<file path="config.mk">
export PLATFORM = sky130hd
export DESIGN_NAME = cdc_handshake_tx
export DESIGN_NICKNAME = d
export VERILOG_FILES = /design/src/rtl/cdc_handshake_tx_pkg.sv /design/src/rtl/cdc_ack_sync.sv /design/src/rtl/cdc_handshake_tx.sv
export SDC_FILE = /design/constraint.sdc
export NUM_CORES = 1
export LEC_CHECK = 0
export ABC_AREA = 1
export ABC_CLOCK_PERIOD_IN_PS = 1600
export BUFFER_PORTS_ARGS = -buffer_cell sky130_fd_sc_hd__clkbuf_2
export CAP_MARGIN = 20
export CORE_MARGIN = 5
export CORE_UTILIZATION = 25
export CTS_BUF_LIST = sky130_fd_sc_hd__clkbuf_8
export CTS_CLUSTER_SIZE = 10
export DETAILED_ROUTE_END_ITERATION = 8
export PLACE_DENSITY = 0.46
export SYNTH_ARGS = -nofsm -noshare
export SYNTH_HDL_FRONTEND = slang
export SYNTH_HIERARCHICAL = 1
export SYNTH_SLANG_ARGS = --single-unit
</file>
<file path="constraint.sdc">
create_clock -name CLK -period 1.6 [get_ports CLK]
set_clock_uncertainty 0.05 [all_clocks]
set_input_delay 0.24 -clock CLK [delete_from_list [all_inputs] [get_ports CLK]]
set_output_delay 0.24 -clock CLK [all_outputs]
set_load 0.05 [all_outputs]
</file>
<file path="src/rtl/cdc_handshake_tx_pkg.sv">
// Shared definitions for the toggle-handshake CDC launcher and its
// destination-side counterpart.
//   state_t             : launcher FSM encoding (IDLE / LAUNCH / WAIT_ACK)
//   DEFAULT_BUS_WIDTH   : default width of the crossed word
//   DEFAULT_NUM_STAGES  : default depth of the ack synchronizer
package cdc_handshake_tx_pkg;

  typedef enum logic [1:0] {
    IDLE     = 2'b00,
    LAUNCH   = 2'b01,
    WAIT_ACK = 2'b10
  } state_t;

  localparam int DEFAULT_BUS_WIDTH  = 4;
  localparam int DEFAULT_NUM_STAGES = 2;

endpackage

</file>
<file path="src/rtl/cdc_ack_sync.sv">
// Single-bit multi-flop synchronizer for the toggle ack coming back from the
// destination domain.
//   clk       : source-domain clock
//   rst_n     : asynchronous active-low reset, clears the whole chain
//   ack_async : toggle ack, asynchronous to clk (feeds the first flop directly)
//   ack_sync  : last stage of the chain, safe to use in the clk domain
module cdc_ack_sync
  import cdc_handshake_tx_pkg::*;
#(
  parameter int NUM_STAGES = DEFAULT_NUM_STAGES
) (
  input  logic clk,
  input  logic rst_n,
  input  logic ack_async,
  output logic ack_sync
);

  if (NUM_STAGES < 2) begin : g_bad_depth
    $error("cdc_ack_sync: NUM_STAGES must be at least 2");
  end

  logic [NUM_STAGES-1:0] sync_q;

  // No logic ahead of the first flop: the asynchronous input lands straight
  // on sync_q[0] so only that flop can go metastable.
  always_ff @(posedge clk or negedge rst_n) begin
    if (!rst_n) begin
      sync_q <= '0;
    end else begin
      sync_q <= {sync_q[NUM_STAGES-2:0], ack_async};
    end
  end

  assign ack_sync = sync_q[NUM_STAGES-1];

endmodule

</file>
<file path="src/rtl/cdc_handshake_tx.sv">
// Source-domain launcher for a multi-bit clock-domain crossing using a
// 2-phase (toggle) req/ack handshake.
//   CLK       : source-domain clock (only clock in the block)
//   RST       : asynchronous active-low reset
//   IN_DATA   : word to transfer, sampled only while IN_READY=1
//   IN_VALID  : IN_DATA valid this cycle
//   IN_READY  : block can accept a word (state is IDLE)
//   ACK_ASYNC : toggle ack from the destination, asynchronous to CLK
//   REQ_OUT   : toggle request to the destination, straight from a flop
//   DATA_OUT  : launched word, straight from flops, stable for the transfer
//   BUSY      : transfer in flight (state is not IDLE)
module cdc_handshake_tx
  import cdc_handshake_tx_pkg::*;
#(
  parameter int BUS_WIDTH  = DEFAULT_BUS_WIDTH,
  parameter int NUM_STAGES = DEFAULT_NUM_STAGES
) (
  input  logic                 CLK,
  input  logic                 RST,
  input  logic [BUS_WIDTH-1:0] IN_DATA,
  input  logic                 IN_VALID,
  output logic                 IN_READY,
  input  logic                 ACK_ASYNC,
  output logic                 REQ_OUT,
  output logic [BUS_WIDTH-1:0] DATA_OUT,
  output logic                 BUSY
);

  state_t               state;
  logic                 req_q;
  logic [BUS_WIDTH-1:0] data_q;
  logic                 ack_sync;

  cdc_ack_sync #(
    .NUM_STAGES(NUM_STAGES)
  ) u_ack_sync (
    .clk      (CLK),
    .rst_n    (RST),
    .ack_async(ACK_ASYNC),
    .ack_sync (ack_sync)
  );

  // LAUNCH sits between data capture and the req toggle so the bus has a
  // full cycle to settle before the destination can see a new request.
  // WAIT_ACK ends when the synchronized ack parity catches up with req; an
  // ack that already matches on entry simply exits on the next edge.
  always_ff @(posedge CLK or negedge RST) begin
    if (!RST) begin
      state  <= IDLE;
      req_q  <= 1'b0;
      data_q <= '0;
    end else begin
      case (state)
        IDLE: begin
          if (IN_VALID) begin
            data_q <= IN_DATA;
            state  <= LAUNCH;
          end
        end
        LAUNCH: begin
          req_q <= ~req_q;
          state <= WAIT_ACK;
        end
        WAIT_ACK: begin
          if (ack_sync == req_q) begin
            state <= IDLE;
          end
        end
        default: state <= IDLE;
      endcase
    end
  end

  assign REQ_OUT  = req_q;
  assign DATA_OUT = data_q;
  assign IN_READY = (state == IDLE);
  assign BUSY     = (state != IDLE);

endmodule
</file>
==> results.tsv <==
stage	metric	value	unit
clock_tree	ctsResizeCount	0	
clock_tree	numCtsBuffers	3	
floorplan	die_width	47.4	um
critical_path	cp.arrival	1170	ps
sta	period_share	0.913	
clock_tree	htreeDepth	1	
floorplan	die_h	47.4	um
clock_tree	tritoncts	done	
floorplan	ios	15	
layout	diodes	0	
global_route	antenna_found_initial	0	
clock_tree	postCtsSetupBuffers	0	
floorplan	fp.coreArea	1320	um^2
global_route	track_usage	0.0784	
drt	ant_nets	0	
clock_tree	clk_latency	230	ps
drt	drc	0	
synthesis	yosys_warnings	6	
critical_path	crit_fanout	7	
floorplan	start_util	0.265	
power	power-per-cell-area	2430	nW/um^2
place	hpwl	493	um
power	p_leak	0.290	nW
clock_tree	cts_root_buf	clkbuf_8	
hold_path	worstHoldPathType	input port to register	
global_route	overflow	0	
global_route	grt_pass1_wl	1110	um
critical_path	path_class	register to output pin	
sta	setup-tns-final	0	ps
place	place_congestion	0.648	
synthesis	synth-seq-cells	9	
layout	postLayoutCellArea	493	um^2
sta	maxSlewViolCount	0	
synthesis	syn_nets	43	
power	vdd.ir_drop.worst	0.00120	V
sta	rsz0062_at_grt	no	
drt	drt_first_pass_iters	4	
drt	avgViaCountPerCell	3.86	
clock_tree	cts_buffer_depth	2	
layout	layout_common_cells	clkbuf_2 (14), nand2_1 (12), dfrtp_1 (9)	
drt	dr_total_vias	266	
status	outcome	finished clean	
global_route	grt_max_degree	10	
job	maxCapViolations	0	
sta	fin_crit	1460	ps
clock_tree	ctsHoldBuffers	1	
synthesis	synthCells	35	
drt	wl_per_cell	9.42	um
place	portBuffers	14	
synthesis	netlist_area	349	um^2
layout	syn_to_final_growth	41.2	%
place	place_area	438	um^2
layout	final_nets	63	
sta	relSlewSlack	0.814	
synthesis	synth_cell_types	8	
critical_path	critPathRequiredTime	1310	ps
synthesis	avgSynthCellArea	9.97	um^2
sta	fmax	685	MHz
floorplan	rows	13	
critical_path	start_kind	register	
drt	drt_iter0_markers	3	
global_route	grt_pass1_vias	284	
sta	finalSetupViolCount	0	
layout	drive_gt1_frac	0.352	
clock_tree	cts.sinks	9	
clock_tree	cts.clk_slew.worst_paths	40	ps
critical_path	cp-end-kind	output pin	
synthesis	synth-seq-area-share	0.645	
layout	final_common_cell	clkbuf_2	
drt	wl	650	um
floorplan	die_area	2240	um^2
sta	hold_viol_final	0	
sta	worst_slew_pin_slew	281	ps
==> cell usage after synthesis <==
cell,n,area share
nand2_1,12,0.13
dfrtp_1,9,0.65
inv_1,5,0.054
nand3_1,5,0.072
nand2_4,1,0.032
nor2_1,1,0.011
nor2_4,1,0.032
xor2_1,1,0.025
==> cell type report <==
cell class                 instances  area [um^2]
timing repair buffer              15         80.1
tap                               15         18.8
inverter                           5         18.8
multi-input combinational         21          105
clock buffer                       3         41.3
clock inverter                     1         3.75
sequential                         9          225
fill                             137          825
==> registers in the layout, summed over array words and instances, names as in the netlist <==
name,cells
DATA_OUT,4
REQ_OUT,1
state,2
u_ack_sync/sync_q,2
==> critical path, cell delays in order (launching register included) <==
cell	delay, ps
dfrtp_1	400
nor2_4	220
clkbuf_2	320
==> logic make-up (layout without fill, tap and decap cells) <==
| kind of cell | count (synthesis) | after routing | share of synthesized area |
|---|---|---|---|
| flops | 9 | 9 | 0.645 |
| xor+xnor | 1 | 1 | 0.0251 |
| buf+inv | 5 | 24 | 0.0538 |
| simple gates | 20 | 20 | 0.276 |
==> worst paths after layout <==
| check | start | to | slack (ps) | cells past startpoint |
|---|---|---|---|---|
| worst max-delay path | state[0] | IN_READY | 140 | 2 |
| worst min-delay path | ACK_ASYNC | u_ack_sync/sync_q[0] | 70 | 1 |
| worst max register to register | state[0] | DATA_OUT[2] | 610 | 4 |
| worst min register to register | u_ack_sync/sync_q[0] | u_ack_sync/sync_q[1] | 290 | 0 |
| max in group asynchronous | RST | DATA_OUT[3] | 950 | 2 |
| min in group asynchronous | RST | state[1] | 350 | 2 |
==> power breakdown <==
group | leakage [nW] | internal [mW] | total (mW) | switching [mW]
logic | 0.153 | 0.126 | 0.584 | 0.458
clock network | 0.0269 | 0.166 | 0.250 | 0.0833
registers | 0.110 | 0.312 | 0.364 | 0.0520
total | 0.290 | 0.604 | 1.20 | 0.594
==> routing by layer <==
layer  GRT usage  vias up  part of all wire  wire length, um
met5           0        -                 0                0
met4      0.0331        0                 0                0
met3      0.0766        0             0.077               50
met2      0.0909        8              0.42              273
met1      0.0949      115              0.50              326
li1            -      143                 -                -
==> through the flow <==
step | hold WS (ps) | instances | util | power [mW] | setup WS (ps)
2_1_floorplan | -106 | 35 | - | 0.822 | 197
3_3_place_gp | 61.4 | 64 | 0.332 | 0.956 | 392
3_5_place_dp | 63.2 | 64 | 0.332 | 0.960 | 366
4_1_cts | 59.8 | 69 | 0.374 | 1.22 | 114
5_1_grt | 59.9 | 69 | 0.374 | 1.28 | 66.8
6_report | 67.0 | 69 | 0.374 | 1.20 | 140
Note: power is estimated with default switching activity, not from simulation.
